File: config.mk
export PLATFORM = sky130hd
export DESIGN_NAME = pipe_stage_chain
export DESIGN_NICKNAME = d
export VERILOG_FILES = /design/src/rtl/pipeline_pkg.sv /design/src/rtl/step_edge_detect.sv /design/src/rtl/pipe_stage_chain.sv
export SDC_FILE = /design/constraint.sdc
export NUM_CORES = 1
export LEC_CHECK = 0
export ABC_CLOCK_PERIOD_IN_PS = 3000
export BUFFER_PORTS_ARGS = -buffer_cell sky130_fd_sc_hd__buf_2
export CORE_AREA = 2 2 153 155
export CTS_CLUSTER_SIZE = 12
export DETAILED_ROUTE_END_ITERATION = 8
export DIE_AREA = 0 0 155 157
export GPL_ROUTABILITY_DRIVEN = 0
export GPL_TIMING_DRIVEN = 1
export SETUP_SLACK_MARGIN = 0.2
export SLEW_MARGIN = 20
export SYNTH_ARGS = -nofsm -noshare
export SYNTH_HDL_FRONTEND = slang
export SYNTH_SLANG_ARGS = --single-unit
File: constraint.sdc
create_clock -name clock -period 3 [get_ports clock]
set_input_delay 0.45 -clock clock [delete_from_list [all_inputs] [get_ports clock]]
set_output_delay 0.45 -clock clock [all_outputs]
set_load 0.03 [all_outputs]
File: src/rtl/pipeline_pkg.sv
// pipeline_pkg
// Shared definitions for the staged pipeline: default geometry, the STEP_MODE
// encodings and a width helper usable in port and parameter declarations.
package pipeline_pkg;

    localparam int DEFAULT_DATA_W = 32;
    localparam int DEFAULT_STAGES = 4;

    // STEP_MODE encodings
    localparam int STEP_FREE = 0;   // advance every cycle
    localparam int STEP_EDGE = 1;   // advance only on a rising edge of step

    // Ceiling log2; clog2(1) = 0, clog2(5) = 3.
    function automatic int clog2(input int value);
        int r;
        int v;
        r = 0;
        v = value - 1;
        while (v > 0) begin
            r = r + 1;
            v = v >> 1;
        end
        return r;
    endfunction

endpackage

File: src/rtl/step_edge_detect.sv
// step_edge_detect
// Rising-edge detector for the step level input.
//   clock : rising-edge clock
//   reset : synchronous, active-high
//   in    : level input
//   pulse : one-cycle high when in is 1 and was 0 on the previous cycle
// The history register resets to 1 so that an input already high when reset
// is released is not mistaken for a fresh rising edge.
module step_edge_detect (
    input  logic clock,
    input  logic reset,
    input  logic in,
    output logic pulse
);

    logic in_q;

    always_ff @(posedge clock) begin
        if (reset) begin
            in_q <= 1'b1;
        end else begin
            in_q <= in;
        end
    end

    assign pulse = in & ~in_q;

endmodule

File: src/rtl/pipe_stage_chain.sv
// pipe_stage_chain
// Linear chain of STAGES payload registers with per-stage stall and flush.
// Stage 0 is the youngest (input side), stage STAGES-1 the oldest (output).
//   clock, reset : rising-edge clock, synchronous active-high reset
//   step         : level input; its rising edge is the tick when STEP_MODE=1
//   in_valid/in_data/in_ready : input side; in_ready is combinational
//   stall_req[k] : stage k (and everything younger) holds on a tick
//   flush_req[k] : stages 0..k are killed on a tick (beats stall)
//   stage_valid/stage_data    : per-stage state, stage k at [k*DATA_W +: DATA_W]
//   out_valid/out_data        : oldest stage
//   advance      : the internal tick is active this cycle
//   occupancy    : number of valid stages, registered alongside valid
module pipe_stage_chain
    import pipeline_pkg::*;
#(
    parameter int DATA_W    = DEFAULT_DATA_W,
    parameter int STAGES    = DEFAULT_STAGES,
    parameter int STEP_MODE = STEP_FREE
) (
    input  logic                             clock,
    input  logic                             reset,
    input  logic                             step,
    input  logic                             in_valid,
    input  logic [DATA_W-1:0]                in_data,
    output logic                             in_ready,
    input  logic [STAGES-1:0]                stall_req,
    input  logic [STAGES-1:0]                flush_req,
    output logic [STAGES-1:0]                stage_valid,
    output logic [STAGES*DATA_W-1:0]         stage_data,
    output logic                             out_valid,
    output logic [DATA_W-1:0]                out_data,
    output logic                             advance,
    output logic [clog2(STAGES+1)-1:0]       occupancy
);

    localparam int OCC_W = clog2(STAGES + 1);

    logic                           step_pulse;
    logic                           tick;
    logic [STAGES-1:0]              hold;
    logic [STAGES-1:0]              kill;
    logic [STAGES-1:0]              valid_q;
    logic [STAGES-1:0]              valid_d;
    logic [STAGES-1:0]              load;
    logic [STAGES-1:0][DATA_W-1:0]  data_q;
    logic [OCC_W-1:0]               occ_q;
    logic [OCC_W-1:0]               occ_d;

    step_edge_detect u_step_edge (
        .clock (clock),
        .reset (reset),
        .in    (step),
        .pulse (step_pulse)
    );

    assign tick    = (STEP_MODE == STEP_EDGE) ? step_pulse : 1'b1;
    assign advance = tick;

    // A stall anywhere downstream freezes everything upstream of it; a flush
    // anywhere downstream kills everything upstream of it.
    always_comb begin
        hold = '0;
        kill = '0;
        hold[STAGES-1] = stall_req[STAGES-1];
        kill[STAGES-1] = flush_req[STAGES-1];
        for (int k = STAGES - 2; k >= 0; k--) begin
            hold[k] = hold[k+1] | stall_req[k];
            kill[k] = kill[k+1] | flush_req[k];
        end
    end

    // Stall is applied to the input port even between ticks.
    assign in_ready = ~hold[0];

    // Next-state of valid and data-load enables, assuming a tick.
    // A stage whose predecessor is held receives a bubble; data registers
    // only move on a valid load so bubbles and kills leave stale data behind.
    always_comb begin
        valid_d = valid_q;
        load    = '0;

        if (kill[0]) begin
            valid_d[0] = 1'b0;
        end else if (!hold[0]) begin
            valid_d[0] = in_valid;
            load[0]    = in_valid;
        end

        for (int k = 1; k < STAGES; k++) begin
            if (kill[k]) begin
                valid_d[k] = 1'b0;
            end else if (!hold[k]) begin
                valid_d[k] = valid_q[k-1] & ~hold[k-1];
                load[k]    = valid_q[k-1] & ~hold[k-1];
            end
        end
    end

    // Occupancy is registered from the same next-valid vector so it tracks
    // stage_valid cycle for cycle without a popcount on the output path.
    always_comb begin
        occ_d = '0;
        for (int k = 0; k < STAGES; k++) begin
            occ_d = occ_d + OCC_W'(valid_d[k]);
        end
    end

    always_ff @(posedge clock) begin
        if (reset) begin
            valid_q <= '0;
            data_q  <= '0;
            occ_q   <= '0;
        end else if (tick) begin
            valid_q <= valid_d;
            occ_q   <= occ_d;
            if (load[0]) begin
                data_q[0] <= in_data;
            end
            for (int k = 1; k < STAGES; k++) begin
                if (load[k]) begin
                    data_q[k] <= data_q[k-1];
                end
            end
        end
    end

    assign stage_valid = valid_q;
    assign stage_data  = data_q;
    assign out_valid   = valid_q[STAGES-1];
    assign out_data    = data_q[STAGES-1];
    assign occupancy   = occ_q;

endmodule

== Yosys cells after proc, flatten, opt, wreduce, memory -nomap -nowiden ==
Cells that the tools add are included.

* Add/subtract/negate cells: 3
* Multiplexer cells: 16
* Bitwise gates (word level): 12

{| class="wikitable"
|+ Operators by type and width
! kind !! number
|-
| $mux 1 || 16
|-
| $or 1x1->1 || 6
|-
| $add 2x1->3 || 1
|-
| $add 3x1->3 || 1
|-
| $and 1x1->1 || 3
|-
| $not 1->1 || 3
|-
| $add 1x1->2 || 1
|}

* Output and inout port bits: 170
* Logic and storage cells: 37
* Input port bits: 44
* Bits in registers: 135

== Logic depth before layout (Yosys ltp) ==
Gate-level depths: netlist (run 1).

* Depth in word-level cells: 10
* Mapped depth: 9
* Depth with buffers taken out: 8

== Worst setup path before layout (run 1) ==
No wires, ideal clock.

* Path type: input to register
* Start: in stall_req[3]
* End: reg occ_q[1], in the netlist occupancy[1]
* Library setup time: 0.128 ns
* Buffers on the path: 1
* Arrival: 2.706 ns
* Data required time: 2.872 ns
* Path slack: 0.166 ns
* Stages on the path: 9
* Cells stage by stage: buf_6 -> nor4_4 -> mux2i_1 -> or3_1 -> fa_1 -> inv_1 -> ha_1 -> ha_1 -> nor2b_1

* Cells in the longest elaborated chain, start to end: 10
* Elaborated cells on any way between the ends: 20
* Those cells by class: 3 x add/sub; 8 x mux; 9 x bitwise

{| class="wikitable"
|+ RTL lines
! item !! RTL line !! source
|-
| start, declared || pipe_stage_chain.sv:26 || <nowiki>input logic [STAGES-1:0] stall_req,</nowiki>
|-
| $or 1x1->1 (3 in series) || pipe_stage_chain.sv:67 || <nowiki>hold[k] = hold[k+1] | stall_req[k];</nowiki>
|-
| $not 1->1 || - ||
|-
| net in_ready || pipe_stage_chain.sv:25 || <nowiki>output logic in_ready,</nowiki>
|-
| $and 1x1->1 || pipe_stage_chain.sv:93 || <nowiki>valid_d[k] = valid_q[k-1] & ~hold[k-1];</nowiki>
|-
| $mux 1 || pipe_stage_chain.sv:92 || <nowiki>end else if (!hold[k]) begin</nowiki>
|-
| $mux 1 || pipe_stage_chain.sv:90 || <nowiki>if (kill[k]) begin</nowiki>
|-
| $add 1x1->2 || pipe_stage_chain.sv:104 || <nowiki>occ_d = occ_d + OCC_W'(valid_d[k]);</nowiki>
|-
| $add 2x1->3 || pipe_stage_chain.sv:104 ||
|-
| $add 3x1->3 || pipe_stage_chain.sv:104 ||
|-
| net occ_d[1] || pipe_stage_chain.sv:47 || <nowiki>logic [OCC_W-1:0] occ_d;</nowiki>
|-
| end signal, assigned || pipe_stage_chain.sv:112 || <nowiki>occ_q <= '0;</nowiki>
|-
| end signal, assigned || pipe_stage_chain.sv:115 || <nowiki>occ_q <= occ_d;</nowiki>
|-
| end, declared || pipe_stage_chain.sv:46 || <nowiki>logic [OCC_W-1:0] occ_q;</nowiki>
|}

The timed path passes the listed nets, and every way through them passes these cells.
A chain may end at the register's enable or synchronous reset.

== Final worst setup path (run 1) ==
* Start: in stall_req[1]
* End: reg occ_q[1], in the netlist occupancy[1]

* Cells in the longest elaborated chain, start to end: 9
* Elaborated cells on any way between the ends: 15
* Those cells by class: 3 x add/sub; 6 x mux; 6 x bitwise

{| class="wikitable"
|+ RTL lines
! item !! RTL line
|-
| $or 1x1->1 (*) || pipe_stage_chain.sv:67
|-
| $or 1x1->1 || pipe_stage_chain.sv:67
|-
| $not 1->1 || pipe_stage_chain.sv:93
|-
| $and 1x1->1 || pipe_stage_chain.sv:93
|-
| $mux 1 || pipe_stage_chain.sv:92
|-
| $mux 1 || pipe_stage_chain.sv:90
|-
| $add 1x1->2 || pipe_stage_chain.sv:104
|-
| $add 2x1->3 (*) || pipe_stage_chain.sv:104
|-
| $add 3x1->3 (*) || pipe_stage_chain.sv:104
|-
| net occ_d[1] || pipe_stage_chain.sv:47
|}

Mark *: on every way through the listed nets, which the timed path passes. The rest lies on a longest branch.

==> results.ini, run 1 <==
[outcome]
outcome = complete, no violations

[timing]
period_share = 0.787
setup_slack_ns = 0.640
final.setup.tns_ns = 0
max_clock_freq_mhz = 424
maxSlewHeadroom = 0.362
min_period_ns = 2.36
worst_clock_skew_ns = 0.0115
slew_violations = 0
hold_viol_final = 0
setup_viol = 0
rsz0062_at_grt = no
worst_slew_pin_slew_ns = 0.957

[die]
die_x_um = 155
fp-row-count = 55
die_y_um = 157
dieArea_um2 = 24300
io_pins = 214
start_util = 0.250
coreArea_um2 = 22500

[pwr]
p_total_w = 0.00401
power_per_cell_area_nw_per_um2 = 555
vdd_drop_max_uv = 314
power.static_leakage_nw = 3.09

[synthesis]
syn_inst = 604
synthesis.nets = 651
avgSynthCellArea_um2 = 9.30
syn_area_um2 = 5620
yosys_register_bits = 135
yosys_warnings = 0
synth_cell_types = 31
seq_area_frac_synth = 0.481

[route]
ant_nets = 0
drt-initial-drc-count = 355
drc = 0
firstDrtPassIters = 4
wire_per_inst_um = 15.2
num_vias = 4556
routed_wl_um = 16100
routed_via_density = 4.30

[global_route]
overflow = 0
grt_pass1_vias = 4116
gr-usage-all-layers = 0.131
grt_pass1_wl_um = 24400
grt_max_degree = 73
antenna_found_initial = 0

[clocking]
insertion_delay_ns = 0.42
clk_path_buf_depth = 2
root_buffer = clkbuf_16
cts_buffers = 17
cts_resized = 0
holdBufCountCts = 0
cts_max_level = 4
cts_tree = done
clock-sinks = 135
cts_setup_buffers = 0
path_clk_slew_ns = 0.06

[critical_path]
critPathSlowestCell = fa_1
crit_path_max_fanout = 5
critPathMaxStageDelay_ns = 0.54
cp.buffers_inverters = 2
path_class = primary input to flop
crit_arrival_ns = 2.64
worstPathRequired_ns = 3.28
critPathCaptureType = flop
path_cells = buf_2 > nor4_4 > mux2i_1 > or3_1 > fa_1 > inv_1 > ha_1 > ha_1 > nor2b_1
start_kind = primary input
cp_top_family = adder cells
crit_top_cell = ha_1

[finish]
fin_util = 0.321
nFillCells = 2364
finalNetCount = 809
drive_above_1_share = 0.334
antenna_cells = 0
area.sequential_um2 = 2700
layout_common_cells = buf_2, dfxtp_1, nand2b_1
area_delta_synth_final_pct = 28.6
finalNonFillerCells = 1060
multi_input_area_um2 = 2430
layout_commonest_cell = buf_2

[place]
io_buffers = 211
place_inst = 1028
dp_hpwl_um = 11400
pre_cts_slack_ns = 0.211

[worst_hold_path]
min_path_type = primary input to flop

[job]
max_cap_violations = 0

==> synthesized netlist by cell type <==
master / instances / share of area
buf_6: 4 / 0.0080
and4b_1: 1 / 0.0018
or3b_2: 2 / 0.0031
nand3_1: 33 / 0.029
and3_1: 1 / 0.0011
nor4_4: 1 / 0.0038
nor3_2: 1 / 0.0018
dfxtp_1: 135 / 0.48
inv_1: 2 / 0.0013
ha_1: 2 / 0.0045
nor2_1: 2 / 0.0013
buf_8: 3 / 0.0080
o21ai_0: 32 / 0.029
nand2_1: 67 / 0.045
buf_4: 35 / 0.047
conb_1: 1 / 0.00067
a21oi_1: 65 / 0.058
buf_2: 7 / 0.0062
fa_1: 1 / 0.0036
nor4_1: 1 / 0.0011
clkbuf_1: 31 / 0.021
or4b_1: 1 / 0.0018
nor2b_1: 4 / 0.0045
a21o_1: 1 / 0.0013
nand2b_1: 97 / 0.11
mux2i_1: 66 / 0.12
nor4b_2: 1 / 0.0027
or3_1: 3 / 0.0033
nor3b_2: 1 / 0.0022
nor3_1: 2 / 0.0018
o211ai_1: 1 / 0.0013
==> report_power, final <==
group	leakage (nW)	internal, W	switching [W]
logic	1.71	0.0000516	0.0000692
clock network	0.288	0.00129	0.000805
registers	1.09	0.00179	0.000000274
total	3.09	0.00314	0.000875
==> path summary, 6_finish.rpt <==
check	cells after the start	from	slack, ns	end
setup / recovery	9	stall_req[1]	0.64	occupancy[1]$_SDFF_PP0_
hold / removal	2	flush_req[0]	0.24	stage_valid[0]$_SDFF_PP0_
setup reg to reg	7	stage_valid[2]$_SDFF_PP0_	0.73	occupancy[1]$_SDFF_PP0_
hold reg to reg	2	out_data[15]$_SDFFE_PP0P_	0.46	out_data[15]$_SDFFE_PP0P_
==> stage by stage <==
| stage | hold WS [ns] | instance area [um2] |
|---|---|---|
| CTS | 0.205 | 7220 |
| global route | 0.230 | 7220 |
| finish | 0.243 | 7220 |
| global placement | 0.448 | 6640 |
| floorplan | 0.529 | 5620 |
| detailed placement | 0.456 | 6640 |
==> registers in the layout (all words and copies together) (netlist names) <==
name / count
stage_data: 96
stage_valid: 4
occupancy: 3
out_data: 32
==> cell type report <==
cell class / instances / share of cell area
Clock buffer: 17 / 0.0589
Clock inverter: 15 / 0.0223
Inverter: 2 / 0.00104
Multi-Input combinational cell: 387 / 0.336
Sequential cell: 135 / 0.374
Tap cell: 285 / 0.0494
Timing Repair Buffer: 219 / 0.158
==> cells by family after synthesis <==
group | share of synthesized area
AND/OR/NAND/NOR | 0.212
flip-flops | 0.481
AO/OA/AOI/OAI | 0.0891
buffers and inverters | 0.0911
multiplexers | 0.118
adder cells (fa/ha/maj) | 0.00802
other | 0.000668
==> per-layer routing <==
layer / wire [um] / global-route usage / vias to the layer above
met3: 677 / 0.0344 / 22
li1: - / - / 2296
met5: 0 / 0 / -
met2: 7180 / 0.194 / 142
met1: 7810 / 0.180 / 2096
met4: 397 / 0.0538 / 0
Note: power is estimated with default switching activity, not from simulation.
==> run 2: changes to the inputs <==
--- a/config.mk
+++ b/config.mk
@@ -5,12 +5,13 @@
 export SDC_FILE = /design/constraint.sdc
 export NUM_CORES = 1
 export LEC_CHECK = 0
-export ABC_CLOCK_PERIOD_IN_PS = 3000
+export ABC_AREA = 1
+export ABC_CLOCK_PERIOD_IN_PS = 1950
 export BUFFER_PORTS_ARGS = -buffer_cell sky130_fd_sc_hd__buf_2
-export CORE_AREA = 2 2 153 155
+export CORE_AREA = 2 2 151 153
 export CTS_CLUSTER_SIZE = 12
 export DETAILED_ROUTE_END_ITERATION = 8
-export DIE_AREA = 0 0 155 157
+export DIE_AREA = 0 0 153 155
 export GPL_ROUTABILITY_DRIVEN = 0
 export GPL_TIMING_DRIVEN = 1
 export SETUP_SLACK_MARGIN = 0.2
==> constraint.sdc (replaced) <==
create_clock -name clock -period 1.95 [get_ports clock]
set_input_delay 0.2925 -clock clock [delete_from_list [all_inputs] [get_ports clock]]
set_output_delay 0.2925 -clock clock [all_outputs]
set_load 0.03 [all_outputs]
==> run 2 against run 1 <==
Routed wire length hardly changed. Final area is 0.43% higher. Hold slack worse by 0.083 ns. Highest routed layer unchanged. Clock power is 65% higher. Critical path type is now flop to flop. Utilization increased by 0.54 points. Critical endpoint unchanged. Sequential cell count unchanged. Worst setup slack worse by 0.44 ns. Combinational power is 58% higher. Register-to-register slack got worse by 0.52 ns. Sequential power increased by 54%.
==> results.ini, run 2 <==
[outcome]
outcome = complete, no violations  ; unchanged

[clocking]
cts_buffers = 17  ; unchanged
insertion_delay_ns = 0.42  ; about the same
clk_path_buf_depth = 2  ; unchanged
cts_tree = done  ; unchanged
path_clk_slew_ns = 0.05  ; was 0.06 ns
root_buffer = clkbuf_16  ; unchanged
clock-sinks = 135  ; unchanged
cts_max_level = 4  ; unchanged

[synthesis]
avgSynthCellArea_um2 = 7.69  ; was 9.30 um2
yosysMostFrequentCell = nor2_1  ; was dfxtp_1
seq_area_frac_synth = 0.495  ; was 0.481
syn_area_um2 = 5470  ; was 5620 um2
synth_edf_count = 0  ; unchanged
yosys.area.top_type_share = 0.495  ; was 0.481
synth_cell_types = 27  ; was 31
yosys_warnings = 0  ; unchanged
synth_async_sr_flop_share = 0  ; unchanged
netlist_top_cells_count = nor2_1, dfxtp_1, o21ai_0  ; was dfxtp_1, nand2b_1, nand2_1
synth-main-ff-cell = dfxtp_1  ; unchanged
yosys_register_bits = 135  ; unchanged
syn_inst = 711  ; was 604
yosys.area.top_type = dfxtp_1  ; unchanged
synthesis.nets = 758  ; was 651
synth.area.top_cells = dfxtp_1, nor2_1, buf_4  ; was dfxtp_1, mux2i_1, nand2b_1

[timing]
hold_viol_final = 0  ; unchanged
period_share = 0.895
min_period_ns = 1.74
slew_violations = 0  ; unchanged
rsz0062_at_grt = yes  ; was no
worst_clock_skew_ns = 0.00844  ; was 0.0115 ns
max_clock_freq_mhz = 573
setup_viol = 0  ; unchanged

[place]
dp_hpwl_um = 11500  ; was 11400 um
place_inst = 1146  ; was 1028
io_buffers = 211  ; unchanged

[worst_hold_path]
min_path_type = primary input to flop  ; unchanged
hold_start = reset  ; was flush_req[0]

[route]
drt-initial-drc-count = 279  ; was 355
firstDrtPassIters = 4  ; unchanged
drc = 0  ; unchanged
routed_via_density = 4.11  ; was 4.30
wire_per_inst_um = 13.6  ; was 15.2 um
routed_wl_um = 16100  ; about the same
num_vias = 4837  ; was 4556
ant_nets = 0  ; unchanged

[critical_path]
cp_top_family = adder cells  ; unchanged
start_kind = flop  ; was primary input
cp.buffers_inverters = 2  ; unchanged
crit_arrival_ns = 2.10  ; was 2.64 ns
worstPathRequired_ns = 2.30  ; was 3.28 ns
path_class = flop to flop  ; was primary input to flop
critPathMaxStageDelay_ns = 0.51  ; was 0.54 ns
setup.worst_path.start = stage_valid[0]$_SDFF_PP0_  ; was stall_req[1]
crit_path_max_fanout = 2  ; was 5
r2r-start = stage_valid[0]$_SDFF_PP0_  ; was stage_valid[2]$_SDFF_PP0_
crit_top_cell = inv_1  ; was ha_1
path_cells = nand3_4 > nor2_8 > a31oi_4 > fa_1 > inv_1 > ha_2 > ha_4 > inv_1 > nor2_1  ; was buf_2 > nor4_4 > mux2i_1 > or3_1 > fa_1 > inv_1 > ha_1 > ha_1 > nor2b_1
critPathSlowestCell = fa_1  ; unchanged
critPathCaptureType = flop  ; unchanged

[pwr]
power.static_leakage_nw = 3.82  ; was 3.09 nW
power_per_cell_area_nw_per_um2 = 885  ; was 555 nW/um2
vdd_drop_max_uv = 426  ; was 314 uV

[global_route]
overflow = 0  ; unchanged
grt_pass1_vias = 4345  ; was 4116
grt_max_degree = 129  ; was 73
antenna_found_initial = 0  ; unchanged
grt_pass1_wl_um = 24700  ; was 24400 um
gr-usage-all-layers = 0.133  ; was 0.131

[die]
io_pins = 214  ; unchanged
die_x_um = 153  ; was 155 um
coreArea_um2 = 22200  ; was 22500 um2
dieArea_um2 = 23700  ; was 24300 um2
fp-row-count = 55  ; unchanged
start_util = 0.246  ; was 0.250
die_y_um = 155  ; was 157 um

[job]
max_cap_violations = 0  ; unchanged

[finish]
area_delta_synth_final_pct = 32.8  ; was 28.6%
finalNetCount = 928  ; was 809
layout_commonest_cell = nor2_1  ; was buf_2
finalNonFillerCells = 1178  ; was 1060
antenna_cells = 0  ; unchanged
fin_util = 0.326  ; was 0.321
largest_reg_flops = 96  ; unchanged
drive_above_1_share = 0.344  ; was 0.334
layout_common_cells = nor2_1, buf_2, dfxtp_1  ; was buf_2, dfxtp_1, nand2b_1

run 2: cell count changes after synthesis, sizes merged, moves of 30 or more:
cell	previous run	this run
a21oi	65	3
inv	2	50
mux2i	66	0
nand2	67	37
nand2b	97	0
nor2	2	266
o21ai	32	96
run 2: final cells by class:
cell class / count / area (um2)
timing repair buffer: 227 / 1230
fill: 2427 / 15000
clock inverter: 7 / 140
clock buffer: 24 / 502
inverter: 51 / 195
sequential: 135 / 2710
multi-input combinational: 449 / 2130
tap: 285 / 357
run 2: through the flow:
step / setup slack, ns / total power, W / hold slack, ns / TNS [ns] / area (um2)
after detailed placement: -0.208 / 0.00301 / 0.491 / -0.335 / 6580
final: 0.205 / 0.00642 / 0.160 / 0 / 7260
after CTS: 0.206 / 0.00651 / 0.144 / 0 / 7260
after floorplan: -0.163 / 0.00294 / 0.493 / -0.222 / 5530
after global routing: 0.133 / 0.00668 / 0.154 / 0 / 7260
after global placement: -0.180 / 0.00301 / 0.478 / -0.252 / 6580
run 2: final timing paths:
path | end | slack [ns] | cells after the start
setup / recovery | occupancy[1]$_SDFF_PP0_ | 0.21 | 9
hold / removal | stage_valid[1]$_SDFF_PP0_ | 0.16 | 2
setup reg to reg | occupancy[1]$_SDFF_PP0_ | 0.21 | 9
hold reg to reg | out_data[12]$_SDFFE_PP0P_ | 0.49 | 2
run 2: worst reg2reg max path, cell delays in order (launching register included):
cell     delay, ns
dfxtp_4       0.35
nand3_4       0.09
nor2_8        0.11
a31oi_4       0.04
fa_1          0.51
inv_1         0.04
ha_2          0.18
ha_4          0.26
inv_1         0.03
nor2_1        0.06
run 2: logic make-up after synthesis:
family,count (synthesis),share of synthesized area
buf+inv,127,0.131
simple gates,343,0.271
compound gates,102,0.0948
fa+ha+maj,3,0.00824
other cells,1,0.000686
flops,135,0.495
run 2: repair_timing:
action / 4_1_cts / 5_1_grt
pin swaps: 2 / 0
hold buffers: 0 / 0
buffers inserted: 1 / 0
endpoints found under the setup margin: 2 / 1
resized for setup: 4 / 0
run 2: power by group:
group	switching, W	internal [W]	total [W]
Sequential	0.00000164	0.00276	0.00276
Combinational	0.000119	0.0000727	0.000191
Clock	0.00117	0.00230	0.00347
Total	0.00129	0.00513	0.00642
run 2: metal layers:
layer / GRT usage / routed length (um) / vias to the layer above
met5: 0 / 0 / -
li1: - / - / 2526
met3: 0.0262 / 474 / 29
met4: 0.0586 / 432 / 0
met1: 0.178 / 7710 / 2170
met2: 0.209 / 7450 / 112
